===== src/rtl/sad_reduce_scheduler_if.sv =====
// Bundle between the SAD cores/controller and the reduction scheduler.
// The master side drives the core results; the slave side reports the running minimum.
interface sad_reduce_scheduler_if #(
  parameter int NUM_CORES = 8,
  parameter int SAD_W     = 32,
  parameter int POS_W     = 8
);
  logic                       start;
  logic [NUM_CORES-1:0]       core_valid;
  logic [NUM_CORES*SAD_W-1:0] core_sad;
  logic [NUM_CORES*POS_W-1:0] core_row;
  logic [NUM_CORES*POS_W-1:0] core_col;
  logic [NUM_CORES-1:0]       core_ack;
  logic [SAD_W-1:0]           min_sad;
  logic [POS_W-1:0]           min_row;
  logic [POS_W-1:0]           min_col;
  logic [2:0]                 min_core;
  logic [3:0]                 count;
  logic                       busy;
  logic                       done;

  modport master (
    output start, core_valid, core_sad, core_row, core_col,
    input  core_ack, min_sad, min_row, min_col, min_core, count, busy, done
  );

  modport slave (
    input  start, core_valid, core_sad, core_row, core_col,
    output core_ack, min_sad, min_row, min_col, min_core, count, busy, done
  );
endinterface


===== src/rtl/sad_reduce_scheduler.sv =====
// Round-robin collector that accepts one SAD core result per cycle and keeps the
// minimum SAD with its coordinates; ties resolve to the lower core index.
module sad_reduce_scheduler #(
  parameter int NUM_CORES = 8,
  parameter int SAD_W     = 32,
  parameter int POS_W     = 8
) (
  input  logic                    clk,
  input  logic                    rst,
  sad_reduce_scheduler_if.slave   bus
);

  typedef enum logic [1:0] {IDLE, COLLECT, DONE} state_t;

  state_t               state;
  logic [NUM_CORES-1:0] pending;
  logic [2:0]           rr_ptr;
  logic                 first_acc;
  logic [SAD_W-1:0]     min_sad_q;
  logic [POS_W-1:0]     min_row_q;
  logic [POS_W-1:0]     min_col_q;
  logic [2:0]           min_core_q;
  logic [3:0]           count_q;
  logic                 busy_q;
  logic                 done_q;

  logic [NUM_CORES-1:0] eligible;
  logic [NUM_CORES-1:0] grant_mask;
  logic [NUM_CORES-1:0] pending_nxt;
  logic                 grant_vld;
  logic [2:0]           grant_idx;
  logic [2:0]           rr_nxt;
  logic [SAD_W-1:0]     grant_sad;
  logic [POS_W-1:0]     grant_row;
  logic [POS_W-1:0]     grant_col;
  logic                 take_min;

  assign eligible = (state == COLLECT) ? (bus.core_valid & pending) : '0;

  // Search starts at the round-robin pointer and wraps modulo NUM_CORES.
  always_comb begin
    int j;
    j         = 0;
    grant_vld = 1'b0;
    grant_idx = '0;
    for (int k = 0; k < NUM_CORES; k++) begin
      j = int'(rr_ptr) + k;
      if (j >= NUM_CORES) j = j - NUM_CORES;
      if (!grant_vld && eligible[j]) begin
        grant_vld = 1'b1;
        grant_idx = 3'(j);
      end
    end
  end

  assign grant_mask  = grant_vld ? ({{(NUM_CORES-1){1'b0}}, 1'b1} << grant_idx) : '0;
  assign pending_nxt = pending & ~grant_mask;
  assign rr_nxt      = (grant_idx == 3'(NUM_CORES-1)) ? 3'd0 : grant_idx + 3'd1;
  assign grant_sad   = bus.core_sad[int'(grant_idx)*SAD_W +: SAD_W];
  assign grant_row   = bus.core_row[int'(grant_idx)*POS_W +: POS_W];
  assign grant_col   = bus.core_col[int'(grant_idx)*POS_W +: POS_W];

  // The first-accept flag loads even when the first SAD equals the all-ones seed.
  assign take_min = first_acc || (grant_sad < min_sad_q) ||
                    ((grant_sad == min_sad_q) && (grant_idx < min_core_q));

  always_ff @(posedge clk) begin
    if (rst) begin
      state      <= IDLE;
      pending    <= '0;
      rr_ptr     <= '0;
      first_acc  <= 1'b0;
      min_sad_q  <= '1;
      min_row_q  <= '0;
      min_col_q  <= '0;
      min_core_q <= '0;
      count_q    <= '0;
      busy_q     <= 1'b0;
      done_q     <= 1'b0;
    end else begin
      case (state)
        IDLE, DONE: begin
          if (bus.start) begin
            state      <= COLLECT;
            pending    <= '1;
            rr_ptr     <= '0;
            first_acc  <= 1'b1;
            min_sad_q  <= '1;
            min_row_q  <= '0;
            min_col_q  <= '0;
            min_core_q <= '0;
            count_q    <= '0;
            busy_q     <= 1'b1;
            done_q     <= 1'b0;
          end
        end
        COLLECT: begin
          if (grant_vld) begin
            pending   <= pending_nxt;
            rr_ptr    <= rr_nxt;
            count_q   <= count_q + 4'd1;
            first_acc <= 1'b0;
            if (take_min) begin
              min_sad_q  <= grant_sad;
              min_row_q  <= grant_row;
              min_col_q  <= grant_col;
              min_core_q <= grant_idx;
            end
            if (pending_nxt == '0) begin
              state  <= DONE;
              busy_q <= 1'b0;
              done_q <= 1'b1;
            end
          end
        end
        default: begin
          state  <= IDLE;
          busy_q <= 1'b0;
          done_q <= 1'b0;
        end
      endcase
    end
  end

  assign bus.core_ack = grant_mask;
  assign bus.min_sad  = min_sad_q;
  assign bus.min_row  = min_row_q;
  assign bus.min_col  = min_col_q;
  assign bus.min_core = min_core_q;
  assign bus.count    = count_q;
  assign bus.busy     = busy_q;
  assign bus.done     = done_q;

endmodule


===== src/flat_wrapper.sv =====
// flat-port wrapper written by rule: the top's interface ports become plain ports
module sad_reduce_scheduler_flat 
#(
  parameter int NUM_CORES = 8,
  parameter int SAD_W     = 32,
  parameter int POS_W     = 8
)
  (clk, rst, bus_start, bus_core_valid, bus_core_sad, bus_core_row, bus_core_col, bus_core_ack, bus_min_sad, bus_min_row, bus_min_col, bus_min_core, bus_count, bus_busy, bus_done);
  sad_reduce_scheduler_if #(.NUM_CORES(NUM_CORES), .SAD_W(SAD_W), .POS_W(POS_W)) bus_i ();
  input  logic clk;
  input  logic rst;
  input wire logic [$bits(bus_i.start)-1:0] bus_start;
  input wire logic [$bits(bus_i.core_valid)-1:0] bus_core_valid;
  input wire logic [$bits(bus_i.core_sad)-1:0] bus_core_sad;
  input wire logic [$bits(bus_i.core_row)-1:0] bus_core_row;
  input wire logic [$bits(bus_i.core_col)-1:0] bus_core_col;
  output wire logic [$bits(bus_i.core_ack)-1:0] bus_core_ack;
  output wire logic [$bits(bus_i.min_sad)-1:0] bus_min_sad;
  output wire logic [$bits(bus_i.min_row)-1:0] bus_min_row;
  output wire logic [$bits(bus_i.min_col)-1:0] bus_min_col;
  output wire logic [$bits(bus_i.min_core)-1:0] bus_min_core;
  output wire logic [$bits(bus_i.count)-1:0] bus_count;
  output wire logic [$bits(bus_i.busy)-1:0] bus_busy;
  output wire logic [$bits(bus_i.done)-1:0] bus_done;
  assign bus_i.start = bus_start;
  assign bus_i.core_valid = bus_core_valid;
  assign bus_i.core_sad = bus_core_sad;
  assign bus_i.core_row = bus_core_row;
  assign bus_i.core_col = bus_core_col;
  assign bus_core_ack = bus_i.core_ack;
  assign bus_min_sad = bus_i.min_sad;
  assign bus_min_row = bus_i.min_row;
  assign bus_min_col = bus_i.min_col;
  assign bus_min_core = bus_i.min_core;
  assign bus_count = bus_i.count;
  assign bus_busy = bus_i.busy;
  assign bus_done = bus_i.done;
  sad_reduce_scheduler #(.NUM_CORES(NUM_CORES), .SAD_W(SAD_W), .POS_W(POS_W)) u_core (.clk(clk), .rst(rst), .bus(bus_i));
endmodule

===== config.mk =====
export PLATFORM = sky130hd
export DESIGN_NAME = sad_reduce_scheduler_flat
export DESIGN_NICKNAME = d
export VERILOG_FILES = /design/src/rtl/sad_reduce_scheduler_if.sv /design/src/rtl/sad_reduce_scheduler.sv /design/src/flat_wrapper.sv
export SDC_FILE = /design/constraint.sdc
export NUM_CORES = 1
export LEC_CHECK = 0
export BUFFER_PORTS_ARGS = -buffer_cell sky130_fd_sc_hd__clkbuf_2
export CORE_AREA = 2 2 181 183
export CTS_CLUSTER_DIAMETER = 200
export DETAILED_ROUTE_END_ITERATION = 16
export DIE_AREA = 0 0 183 185
export PLACE_DENSITY = 0.54
export SLEW_MARGIN = 15
export SYNTH_ARGS = -nofsm -noshare
export SYNTH_HDL_FRONTEND = slang
export SYNTH_SLANG_ARGS = --single-unit

===== constraint.sdc =====
create_clock -name clk -period 19.4 [get_ports clk]
set_clock_uncertainty 0.05 [all_clocks]
set_input_delay 1.94 -clock clk [delete_from_list [all_inputs] [get_ports clk]]
set_output_delay 1.94 -clock clk [all_outputs]
set_load 0.01 [all_outputs]

After elaboration in Yosys (flattened, before gate mapping)
Cells that the tools add are included.

Register bits after elaboration: 71. Input bits: 395. Output and inout port bits: 65.

$add $sub $neg: 17. Magnitude comparators: 18. Equality and inequality tests: 8. Shift-type cells: 4. Mux-type cells: 88. Bitwise operators: 3. Reduce and logical (&&, ||, !) cells: 24.

Operators with widths (number): 32-bit two-way mux (11); 32-bit by 5-bit < comparator with 1-bit output (second input constant) (8); 256-bit by 9-bit indexed part select with 32-bit output (1); 32-bit by 5-bit >= comparator with 1-bit output (second input constant) (7); 32-bit by 5-bit subtractor with 32-bit output (second input constant) (7); 64-bit by 7-bit indexed part select with 8-bit output (2); 8-bit two-way mux (9); 32-bit one-hot mux with 2 select lines (1); 8-bit one-hot mux with 2 select lines (3); 3-bit two-way mux (13); 32-bit equality test (1); 32-bit < comparator (1); 1-bit two-way mux (31); 1-bit binary-select mux with 3-bit select (8); 3-bit by 3-bit adder with 4-bit output (second input constant) (4); 8-bit AND (2); 3-bit one-hot mux with 2 select lines (2); 3-bit by 2-bit adder with 4-bit output (second input constant) (2); 1-bit logical AND (8); 8-bit logical NOT (1); 4-bit two-way mux (2); 8-bit inverter (1); 4-bit one-hot mux with 2 select lines (1); 1-bit by 3-bit left shift with 8-bit output (first input constant) (1); 21 further kinds (35).

Logic depth before layout (Yosys ltp)
Gate-level depths: netlist of the first run.

Word-level depth: 35. Gate-level depth with buffers: 31. Gate-level depth less buffers: 24.

Least setup slack after synthesis of the first run
Ideal clock, no wire load.

Path type: input -> register. Start: input bus_core_valid[4]. End: register u_core.min_sad_q[10] (netlist: u_core.bus.min_sad[10]). Library setup time: 122 ps. Data arrival time: 6923 ps. Data required time: 19228 ps. Path slack: 12305 ps. Stages on the path: 23. Path buffers: 4. Path through: and2_1 > mux4_2 > o2bb2ai_4 > and4bb_4 > nand3_1 > o221a_1 > buf_6 > clkbuf_1 > and3_1 > a211oi_1 > a311oi_1 > or2_2 > ha_1 > a2111oi_0 > o2bb2ai_1 > a2bb2oi_1 > a21boi_0 > o21ai_0 > o22ai_1 > a211o_1 > buf_2 > clkbuf_1 > o32a_1.

Longest elaborated chain between the ends: 33.

RTL lines: start, declared (RTL line flat_wrapper.sv:13) `input wire logic [$bits(bus_i.core_valid)-1:0] bus_core_valid;`; 8-bit AND (*) (RTL line sad_reduce_scheduler.sv:38) `assign eligible = (state == COLLECT) ? (bus.core_valid & pending) : '0;`; 8-bit two-way mux (*) (RTL line sad_reduce_scheduler.sv:38); 1-bit binary-select mux with 3-bit select (RTL line sad_reduce_scheduler.sv:49) `if (!grant_vld && eligible[j]) begin`; 1-bit two-way mux (not written as such) (2 in a row) (RTL line sad_reduce_scheduler.sv:49); 1-bit two-way mux (RTL line sad_reduce_scheduler.sv:49); 1-bit logical NOT (RTL line sad_reduce_scheduler.sv:49); 1-bit logical AND (RTL line sad_reduce_scheduler.sv:49); 1-bit two-way mux (RTL line sad_reduce_scheduler.sv:49); (+16 left out); 1-bit logical AND (RTL line sad_reduce_scheduler.sv:49); 3-bit two-way mux (RTL line sad_reduce_scheduler.sv:49); 256-bit by 9-bit indexed part select with 32-bit output (RTL line sad_reduce_scheduler.sv:59) `assign grant_sad = bus.core_sad[int'(grant_idx)*SAD_W +: SAD_W];`; 32-bit < comparator or 32-bit equality test (tied branches) (RTL line sad_reduce_scheduler.sv:64, sad_reduce_scheduler.sv:65); 1-bit logical OR or 1-bit logical AND (tied branches) (RTL line sad_reduce_scheduler.sv:64, sad_reduce_scheduler.sv:65); 1-bit logical OR (RTL line sad_reduce_scheduler.sv:64) `assign take_min = first_acc || (grant_sad < min_sad_q) ||`; 2-bit by 1-bit inequality test with 1-bit output (no source line); 4-bit AND reduction (no source line); end signal, assigned (RTL line sad_reduce_scheduler.sv:104) `min_sad_q <= grant_sad;`; end, declared (RTL line sad_reduce_scheduler.sv:19) `logic [SAD_W-1:0] min_sad_q;`.

Every way passes the cells marked *; elsewhere a longest branch is shown, timed or not. The select of a mux whose other input is x is not followed. A chain may end at the register's enable or synchronous reset.

Final worst setup path of the first run
Start: input bus_core_valid[4]. End: register u_core.min_col_q[4] (netlist: u_core.bus.min_col[4]).

Longest elaborated chain between the ends: 33.

RTL lines: 8-bit AND (*) (RTL line sad_reduce_scheduler.sv:38); 8-bit two-way mux (*) (RTL line sad_reduce_scheduler.sv:38); 1-bit binary-select mux with 3-bit select (RTL line sad_reduce_scheduler.sv:49); 1-bit two-way mux (not written as such) (2 in a row) (RTL line sad_reduce_scheduler.sv:49); 1-bit two-way mux (RTL line sad_reduce_scheduler.sv:49); 1-bit logical NOT (RTL line sad_reduce_scheduler.sv:49); 1-bit logical AND (RTL line sad_reduce_scheduler.sv:49); 1-bit two-way mux (RTL line sad_reduce_scheduler.sv:49); (+16 left out); 1-bit logical AND (RTL line sad_reduce_scheduler.sv:49); 3-bit two-way mux (RTL line sad_reduce_scheduler.sv:49); 256-bit by 9-bit indexed part select with 32-bit output (RTL line sad_reduce_scheduler.sv:59); 32-bit < comparator or 32-bit equality test (tied branches) (RTL line sad_reduce_scheduler.sv:64, sad_reduce_scheduler.sv:65); 1-bit logical OR or 1-bit logical AND (tied branches) (RTL line sad_reduce_scheduler.sv:64, sad_reduce_scheduler.sv:65); 1-bit logical OR (RTL line sad_reduce_scheduler.sv:64); 2-bit by 1-bit inequality test with 1-bit output (no source line); 4-bit AND reduction (no source line); end signal, assigned (RTL line sad_reduce_scheduler.sv:106) `min_col_q <= grant_col;`; end, declared (RTL line sad_reduce_scheduler.sv:21) `logic [POS_W-1:0] min_col_q;`.

Marked as above.

==> results of run 1 <==
## cell type report
| cell class | count | share of cell area, % |
|---|---|---|
| clock buffer | 10 | 2.109 |
| sequential | 71 | 13.09 |
| timing repair buffer | 471 | 21.99 |
| multi-input combinational | 832 | 55.57 |
| antenna | 1 | 0.02305 |
| inverter | 43 | 1.521 |
| clock inverter | 5 | 0.9911 |
| tap | 408 | 4.702 |
## metrics by stage
step | setup slack, ns | cells | hold WS, ns | total power, mW
after floorplan | 12.30 | 1045 | 0.4076 | 1.237
after global placement | 9.129 | 1825 | 0.4186 | 1.631
after detailed placement | 8.972 | 1825 | 0.4247 | 1.637
after CTS | 9.329 | 1840 | 0.4401 | 1.846
after global routing | 8.540 | 1841 | 0.4575 | 1.984
final | 9.373 | 1841 | 0.4350 | 1.823
## placed cells by master, fill, tap and decap left out, types with 4 or more instances in the layout
cell type  Yosys  layout
clkbuf_2       0     459
nand2_1      162     162
a211oi_1      90      90
and3_1        80      80
dfxtp_1       71      71
mux2i_1       65      65
a311oi_1      64      64
ha_1          43      43
inv_1         39      39
or2_2         33      33
o32a_1        32      32
nor2_1        30      29
a21oi_1       26      26
o21ai_0       18      18
a2111oi_0     18      18
nand3_1       17      17
a221o_1       16      16
nor3_1        12      12
buf_4          4      12
and2_1        11      11
clkbuf_16      0       9
mux4_2         8       8
nand4_1        8       8
o211ai_1       6       6
nand3b_1       5       5
nand2b_1       5       5
xor2_1         5       5
nor4_1         5       5
nor2b_1        4       4
o22ai_1        4       4
a21o_1         4       4
## state kept, by name (all words and copies together) (netlist names)
register,cells
u_core.bus.min_sad,32
u_core.pending,8
u_core.first_acc,1
u_core.bus.busy,1
u_core.bus.done,1
u_core.bus.count,4
u_core.bus.min_core,3
u_core.bus.min_row,8
u_core.rr_ptr,3
u_core.state,2
u_core.bus.min_col,8
## per-layer routing
metal	up-vias	global-route usage (%)	wire (µm)
li1	4805	-	-
met1	4726	26.86	16060
met2	405	36.11	18220
met3	61	3.618	2186
met4	0	9.152	1374
met5	-	0	0
## report_power, final
group / total (mW) / internal (mW) / switching [mW]
Combinational: 1.40 / 0.523 / 0.873
Clock: 0.197 / 0.126 / 0.0711
Sequential: 0.230 / 0.185 / 0.0450
## logic make-up after synthesis
family                     synth area share, %
DFF                                      17.60
and+or+nand+nor                          24.18
adders and majority gates                6.664
muxes                                    10.29
AOI/OAI and AO/OA                        32.73
xor gates and xnor gates                0.6509
buffers and inverters                    7.888
## how the worst min path moves through the flow
| stage | to | slack, ns | start |
|---|---|---|---|
| global route | u_core.bus.min_col[3] | 0.46 | u_core.bus.min_col[3] |
| global placement | u_core.bus.min_col[1] | 0.42 | u_core.bus.min_col[1] |
| detailed placement | u_core.bus.min_row[0] | 0.42 | u_core.bus.min_row[0] |
| finish | u_core.bus.min_row[6] | 0.43 | u_core.bus.min_row[6] |
| floorplan | u_core.first_acc | 0.41 | u_core.first_acc |
| CTS | u_core.bus.min_col[3] | 0.44 | u_core.bus.min_col[3] |
## critical path, stage by stage
cell       delay, ns
clkbuf_2        0.10
nand2_1         0.10
o22ai_1         0.12
o21ai_1         0.76
a32oi_1         0.22
mux2i_1         0.40
o311ai_4        0.16
buf_4           0.35
nand2_8         0.62
clkinv_2        0.92
nand2_1         0.28
a311oi_1        0.17
or2_2           0.37
ha_1            0.31
a2111oi_0       0.46
o2bb2ai_1       0.16
a2bb2oi_1       0.23
a21boi_0        0.11
o21ai_0         0.33
o22ai_1         0.19
a211o_2         0.33
buf_4           0.29
nor2_1          0.92
a221o_1         0.28
==> flow_summary.yaml, run 1 <==
status:
  status: "finished, final reports clean"
cts:
  cts.path.max_buffers: 2
  cts_tree: "done"
  post-cts-setup-buffers: 0
  cts_hold_buf: 0
  clk_pin_slew_ns: 0.06
  clock_latency_ns: 0.35
  cts_root_buffer: "clkbuf_16"
  cts_inserted_buffers: 9
  ctsResizeCount: 0
  h-tree-depth: 3
  cts_sinks: 71
routing:
  dr.pass1.iters: 5
  final_antenna_net_count: 0
  route.vias.total: 9997
  route.detailed.drc: 0
  wl_per_cell_um: 20.55
  wl_um: 37840
  drt_iter0_drc: 576
  avgViaCountPerCell: 5.430
logic_synthesis:
  synthFlopType: "dfxtp_1"
  synthTopCellsByCount: "162 x nand2_1, 90 x a211oi_1, 80 x and3_1, 71 x dfxtp_1, 65 x mux2i_1"
  yosysTopAreaCellShare_pct: 17.60
  synth.top_cells.by_area: "dfxtp_1 18%, a211oi_1 8.4%, mux2i_1 8.1%"
  synth_seq_area_share_pct: 17.60
  yosysUniqueCellTypes: 74
  synth_nets: 1483
  ys_ff_latch: 71
  syn-instance-count: 1045
  syn_avg_cell_area_um2: 7.726
  yosys_warnings: 0
  yosysTopAreaCell: "dfxtp_1"
  synth-edff-count: 0
  synth_area_um2: 8074
  synth.most_common_cell: "nand2_1"
  synthArstFlopShare_pct: 0
global_route:
  antenna_found_initial: 2
  grt_max_degree: 104
  grt_usage_pct: 21.38
  grt_pass1_vias: 9843
  grt_first_pass_wirelength_um: 56090
  overflow: 0
setup_path:
  critPathCaptureType: "flop"
  critPathLaunch: "bus_core_valid[4]"
  reg2regPathDepth: 25
  crit_end: "u_core.bus.min_col[4]"
  critPathKind: "input port to flop"
  worstPathMaxFanout: 103
  critPathLaunchType: "input port"
  worstPathRequired_ns: 19.63
  r2r-end: "u_core.bus.min_col[4]"
  ff2ff_setup_slack_ns: 9.63
  rr_startpoint: "u_core.rr_ptr[1]"
  crit_arrival_ns: 10.25
finish:
  utilization_pct: 33.88
  drive_gt1_share_pct: 38.13
  seq_area_um2: 1421
  n_fill_cell: 3517
  design_area_um2: 10860
  synthToLayoutAreaGrowth_pct: 34.47
  nets: 1866
  multiInputGateArea_um2: 6033
floorplanning:
  core_um2: 32040
  pin_count: 460
  rows: 66
  fp.dieH_um: 185
  initial_utilization_pct: 25.20
  dieArea_um2: 33860
  fp.dieW_um: 183
power:
  ir_worst_vdd_v: 0.0001121
  power_density_nw_per_um2: 167.9
  p_leak_nw: 5.251
timing:
  finalCritPeriodShare_pct: 51.69
  slew_violations: 0
  finalSetupTns_ns: 0
  fmax_ghz: 0.09973
  hold_violations: 0
  period_minus_slack_ns: 10.03
  tightest_slew_ns: 1.123
  rsz0062_at_grt: "no"
  relSlewSlack_pct: 24.89
  setup_viol: 0
placed_design:
  io_buffers: 459
  placed_cell_area_um2: 10520
  gp_congestion: 0.8553
  dp_hpwl_um: 29620
min_path:
  whs_path_depth: 1
  hold_class: "flop to flop"
run:
  max-cap-violations: 0
Note: power is estimated with default switching activity, not from simulation.
==> inputs of run 2 (changes only) <==
--- a/config.mk
+++ b/config.mk
@@ -10,7 +10,7 @@
 export CTS_CLUSTER_DIAMETER = 200
 export DETAILED_ROUTE_END_ITERATION = 16
 export DIE_AREA = 0 0 183 185
-export PLACE_DENSITY = 0.54
+export PLACE_DENSITY = 0.56
 export SLEW_MARGIN = 15
 export SYNTH_ARGS = -nofsm -noshare
 export SYNTH_HDL_FRONTEND = slang
==> constraint.sdc (replaced) <==
create_clock -name clk -period 8.4 [get_ports clk]
set_clock_uncertainty 0.05 [all_clocks]
set_input_delay 0.84 -clock clk [delete_from_list [all_inputs] [get_ports clk]]
set_output_delay 0.84 -clock clk [all_outputs]
set_load 0.01 [all_outputs]
==> run 2 against run 1 <==
Global-route usage up 0.45 points. Die area stayed put. Final area up 1.3%. First-iteration DRC count is 7.5% higher. Clock power rose by 92%. Largest cell class unchanged. Largest power group unchanged.
==> flow_summary.yaml, run 2 (synthesized netlist as in run 1, its figures left out) <==
cts:
  cts_root_buffer: "clkbuf_16"
  cts_sinks: 71
  cts_hold_buf: 0
  clock_latency_ns: 0.35
  h-tree-depth: 3
  cts_inserted_buffers: 9
  ctsResizeCount: 0
  cts.path.max_buffers: 2
  cts_tree: "done"
  clk_pin_slew_ns: 0.06
  post-cts-setup-buffers: 0
placed_design:
  place_inst: 1843
  io_buffers: 459
  gp_congestion: 0.9107
  dp_hpwl_um: 30770
timing:
  hold_violations: 0
  tightest_slew_ns: 1.140
  setup_viol: 0
  finalCritPeriodShare_pct: 91.84
  rsz0062_at_grt: "no"
  finalSetupTns_ns: 0
  fmax_ghz: 0.1296
  period_minus_slack_ns: 7.715
  slew_violations: 0
  relSlewSlack_pct: 23.31
routing:
  final_antenna_net_count: 0
  route.detailed.drc: 0
  avgViaCountPerCell: 5.406
  wl_per_cell_um: 20.64
  wl_um: 38400
  route.vias.total: 10060
  drt_iter0_drc: 619
  dr.pass1.iters: 5
setup_path:
  cp_slowest_cell: "a2111oi_0"
  worstPathRequired_ns: 8.63
  worstPathMaxFanout: 75
  critPathMaxStageDelay_ns: 0.78
  critPathKind: "flop to flop"
  crit_chain: "inv_2 > ha_1 > inv_1 > mux4_2 > o2bb2ai_4 > and4bb_4 > nand3_1 > o221a_2 > nand2_8 > clkinv_2 > buf_12 > nand2_1 > a311oi_1 > or2_2 > ha_1 > a2111oi_0 > o2bb2ai_1 > a2bb2oi_1 > a21boi_0 > o21ai_0 > o22ai_1 > a211o_2 > a2111oi_0 > a221o_1"
  critPathLaunchType: "flop"
  critPathCaptureType: "flop"
  crit_arrival_ns: 7.94
power:
  p_leak_nw: 5.341
  finalPower_mw: 4.269
  ir_worst_vdd_v: 0.0001889
  power_density_nw_per_um2: 388.0
floorplanning:
  fp.dieH_um: 185
  initial_utilization_pct: 25.20
  fp.dieW_um: 183
  rows: 66
  core_um2: 32040
  pin_count: 460
  dieArea_um2: 33860
finish:
  final_common_cell: "clkbuf_2"
  stdcell_count: 1861
  utilization_pct: 34.34
  final_cell_mix: "459 x clkbuf_2, 162 x nand2_1, 90 x a211oi_1, 80 x and3_1, 71 x dfxtp_1"
  nets: 1884
  synthToLayoutAreaGrowth_pct: 36.28
  drive_gt1_share_pct: 39.01
  largest_register_ffs: 32
global_route:
  grt_first_pass_wirelength_um: 56890
  grt_max_degree: 76
  grt_pass1_vias: 9773
  antenna_found_initial: 5
  grt_usage_pct: 21.84
  overflow: 0
min_path:
  hold_class: "flop to flop"
run:
  max-cap-violations: 0
status:
  status: "finished, final reports clean"
==> run 2: cell count changes in the layout (fill, tap and decap cells not counted) <==
cell / before / now
clkbuf_8: 0 / 1
buf_12: 0 / 5
buf_4: 12 / 25
diode_2: 1 / 2
clkinv_2: 1 / 3
inv_6: 0 / 1
clkinvlp_4: 0 / 1
clkbuf_1: 1 / 0
bufinv_16: 3 / 0
==> run 2: final cells by class <==
class,instances,area [µm²]
Antenna cell,2,5.005
Timing Repair Buffer,489,2585
Clock buffer,10,239.0
Tap cell,408,510.5
Fill cell,3498,21040
Sequential cell,71,1421
Multi-Input combinational cell,832,6033
Clock inverter,6,43.79
Inverter,43,165.2
==> run 2: per-layer routing <==
metal	routed length [µm]	vias to the layer above	share of wire (%)	global-route usage, %
met3	2310	68	6.0	4.542
met1	16240	4769	42	27.43
li1	-	4851	-	-
met5	13	-	0.034	0
met4	1223	2	3.2	8.160
met2	18620	371	48	36.77
==> run 2: critical path: cells and delay by family, from the launching register on <==
| family | cells | cell delay, ns |
|---|---|---|
| DFF | 1 | 0.59 |
| adders and majority gates | 2 | 0.83 |
| muxes | 1 | 0.44 |
| buffers and inverters | 4 | 0.75 |
| and+or+nand+nor | 5 | 0.84 |
| AOI/OAI and AO/OA | 12 | 4.00 |
==> run 2: final timing paths <==
path,from,end,slack [ns],cells after the start
min reg2reg,u_core.bus.min_row[5],u_core.bus.min_row[5],0.44,1
min,u_core.bus.min_row[5],u_core.bus.min_row[5],0.44,1
max,u_core.rr_ptr[0],u_core.bus.min_col[6],0.69,24
max reg2reg,u_core.rr_ptr[0],u_core.bus.min_col[6],0.69,24
==> run 2: report_power, final <==
part / total [mW] / leakage [nW] / switching [mW] / internal [mW]
logic: 3.38 / 4.62 / 2.08 / 1.30
registers: 0.511 / 0.581 / 0.0824 / 0.428
clock network: 0.379 / 0.139 / 0.170 / 0.209
==> run 2: stage by stage <==
| step | hold WS (ns) | instance area, µm² | setup slack (ns) |
|---|---|---|---|
| after floorplan | 0.4076 | 8074 | 2.207 |
| after global placement | 0.4174 | 10710 | 0.6796 |
| after detailed placement | 0.4231 | 10710 | 0.5223 |
| after CTS | 0.4414 | 11000 | 0.5548 |
| after global routing | 0.4520 | 11000 | 0.2399 |
| final | 0.4368 | 11000 | 0.6853 |
==> inputs of run 3 (changes only) <==
--- a/config.mk
+++ b/config.mk
@@ -6,10 +6,10 @@
 export NUM_CORES = 1
 export LEC_CHECK = 0
 export BUFFER_PORTS_ARGS = -buffer_cell sky130_fd_sc_hd__clkbuf_2
-export CORE_AREA = 2 2 181 183
+export CORE_AREA = 2 2 176 178
 export CTS_CLUSTER_DIAMETER = 200
 export DETAILED_ROUTE_END_ITERATION = 16
-export DIE_AREA = 0 0 183 185
+export DIE_AREA = 0 0 178 180
 export PLACE_DENSITY = 0.56
 export SLEW_MARGIN = 15
 export SYNTH_ARGS = -nofsm -noshare
==> constraint.sdc (replaced) <==
create_clock -name clk -period 8.8 [get_ports clk]
set_clock_uncertainty 0.05 [all_clocks]
set_input_delay 0.88 -clock clk [delete_from_list [all_inputs] [get_ports clk]]
set_output_delay 0.88 -clock clk [all_outputs]
set_load 0.01 [all_outputs]
==> run 3 against run 2 <==
Die area is 5.4% lower. Power is 5.5% lower. Sequential share of layout area is 0.12 points higher. First-iteration DRC count is 2.1% higher. Final area is 0.89% lower. Utilization is 1.8 points higher. Flip-flop and latch count stayed put. Critical path depth is 1 higher. Non-clock buffer count is 8 lower. Combinational power is 6.8% lower. Critical path type unchanged. Critical endpoint is now u_core.bus.min_sad[11]. Largest power group unchanged. Highest routed layer is now met4.
==> flow_summary.yaml, run 3 (synthesized netlist as in run 1, its figures left out) <==
finish:
  drive_gt1_share_pct: 38.67
  nets: 1876
  final_cell_mix: "459 x clkbuf_2, 162 x nand2_1, 90 x a211oi_1, 80 x and3_1, 71 x dfxtp_1"
  multiInputGateArea_um2: 6036
  seq_area_um2: 1421
  stdcell_count: 1839
  largest_register_ffs: 32
  antenna_cells: 0
  n_fill_cell: 3213
  synthToLayoutAreaGrowth_pct: 35.07
  final_common_cell: "clkbuf_2"
cts:
  cts_hold_buf: 0
  clk_pin_slew_ns: 0.06
  post-cts-setup-buffers: 0
  cts_sinks: 71
  ctsResizeCount: 0
  h-tree-depth: 3
  cts_tree: "done"
  cts_inserted_buffers: 9
  cts_root_buffer: "clkbuf_16"
  clock_latency_ns: 0.34
  cts.path.max_buffers: 2
global_route:
  overflow: 0
  grt_pass1_vias: 9955
  grt_first_pass_wirelength_um: 57370
  antenna_found_initial: 0
  grt_usage_pct: 22.99
  grt_max_degree: 105
floorplanning:
  core_um2: 30190
  pin_count: 460
  initial_utilization_pct: 26.74
  dieArea_um2: 32040
  rows: 64
  fp.dieH_um: 180
  fp.dieW_um: 178
routing:
  drt_iter0_drc: 632
  final_antenna_net_count: 0
  dr.pass1.iters: 5
  avgViaCountPerCell: 5.452
  route.detailed.drc: 0
  wl_um: 37780
  route.vias.total: 10030
  wl_per_cell_um: 20.54
timing:
  fmax_ghz: 0.1255
  tightest_slew_ns: 0.9411
  relSlewSlack_pct: 37.26
  whs_ns: 0.4388
  slew_violations: 0
  rsz0062_at_grt: "no"
  setup_viol: 0
  hold_violations: 0
  finalSetupTns_ns: 0
  finalCritPeriodShare_pct: 90.56
  period_minus_slack_ns: 7.969
placed_design:
  io_buffers: 459
  dp_hpwl_um: 30250
  place_inst: 1823
  gp_congestion: 0.9237
setup_path:
  critPathCaptureType: "flop"
  worstPathRequired_ns: 9.03
  crit_arrival_ns: 8.20
  critPathLaunchType: "flop"
  worstPathMaxFanout: 37
  critPathKind: "flop to flop"
power:
  power_density_nw_per_um2: 369.9
  p_leak_nw: 5.282
  ir_worst_vdd_v: 0.0002052
status:
  status: "finished, final reports clean"
run:
  max-cap-violations: 0
min_path:
  hold_class: "flop to flop"
## run 3: worst max-delay path, stage by stage, from the launching register on
cell and delay [ns]:
dfxtp_1 0.80, inv_1 0.25, ha_1 0.57, inv_1 0.18, mux4_2 0.35, o2bb2ai_4 0.11, and4bb_4 0.36, nand3_1 0.11
o221a_2 0.36, nand2_8 0.18, clkinv_2 0.50, nand2_1 0.25, a311oi_1 0.16, or2_2 0.36, ha_1 0.32, nand2_1 0.10
nor3_1 0.28, nand3_1 0.14, a2111oi_0 0.69, nand2_1 0.16, nor2_1 0.13, o22ai_1 0.10, a21oi_2 0.30, or2_1 0.45
buf_4 0.38, o32a_1 0.21
## run 3: final cells by class
type / count / area share [%]
sequential: 71 / 13.03
tap: 396 / 4.543
multi-input combinational: 832 / 55.35
clock buffer: 12 / 2.352
inverter: 43 / 1.537
clock inverter: 4 / 0.4933
timing repair buffer: 481 / 22.69
## run 3: path summary, 6_finish.rpt
path	startpoint	end	slack, ns	cells after the start
max	u_core.rr_ptr[1]	u_core.bus.min_sad[11]	0.83	25
min	u_core.bus.min_row[7]	u_core.bus.min_row[7]	0.44	1
max reg2reg	u_core.rr_ptr[1]	u_core.bus.min_sad[11]	0.83	25
min reg2reg	u_core.bus.min_row[7]	u_core.bus.min_row[7]	0.44	1
## run 3: power by group
group | internal, mW | total (mW) | switching (mW)
Combinational | 1.20 | 3.15 | 1.95
Sequential | 0.409 | 0.502 | 0.0931
Clock | 0.236 | 0.383 | 0.147
## run 3: layer usage
layer / up-vias / share of wire (%) / global-route usage (%) / wire length, µm
li1: 4833 / - / - / -
met1: 4753 / 42 / 29.00 / 15780
met2: 374 / 49 / 38.84 / 18540
met3: 67 / 5.4 / 3.321 / 2051
met4: 0 / 3.7 / 9.574 / 1414
met5: - / 0 / 0 / 0
## run 3: per-stage QoR
stage	utilization [%]	total power [mW]	instance area [µm²]	setup slack, ns
6_report	36.12	4.034	10910	0.8309
5_1_grt	36.12	4.386	10910	0.09080
4_1_cts	36.10	4.062	10900	0.5745
3_5_place_dp	35.07	3.652	10590	0.5755
3_3_place_gp	35.07	3.645	10590	0.6855
2_1_floorplan	-	2.726	8074	2.607
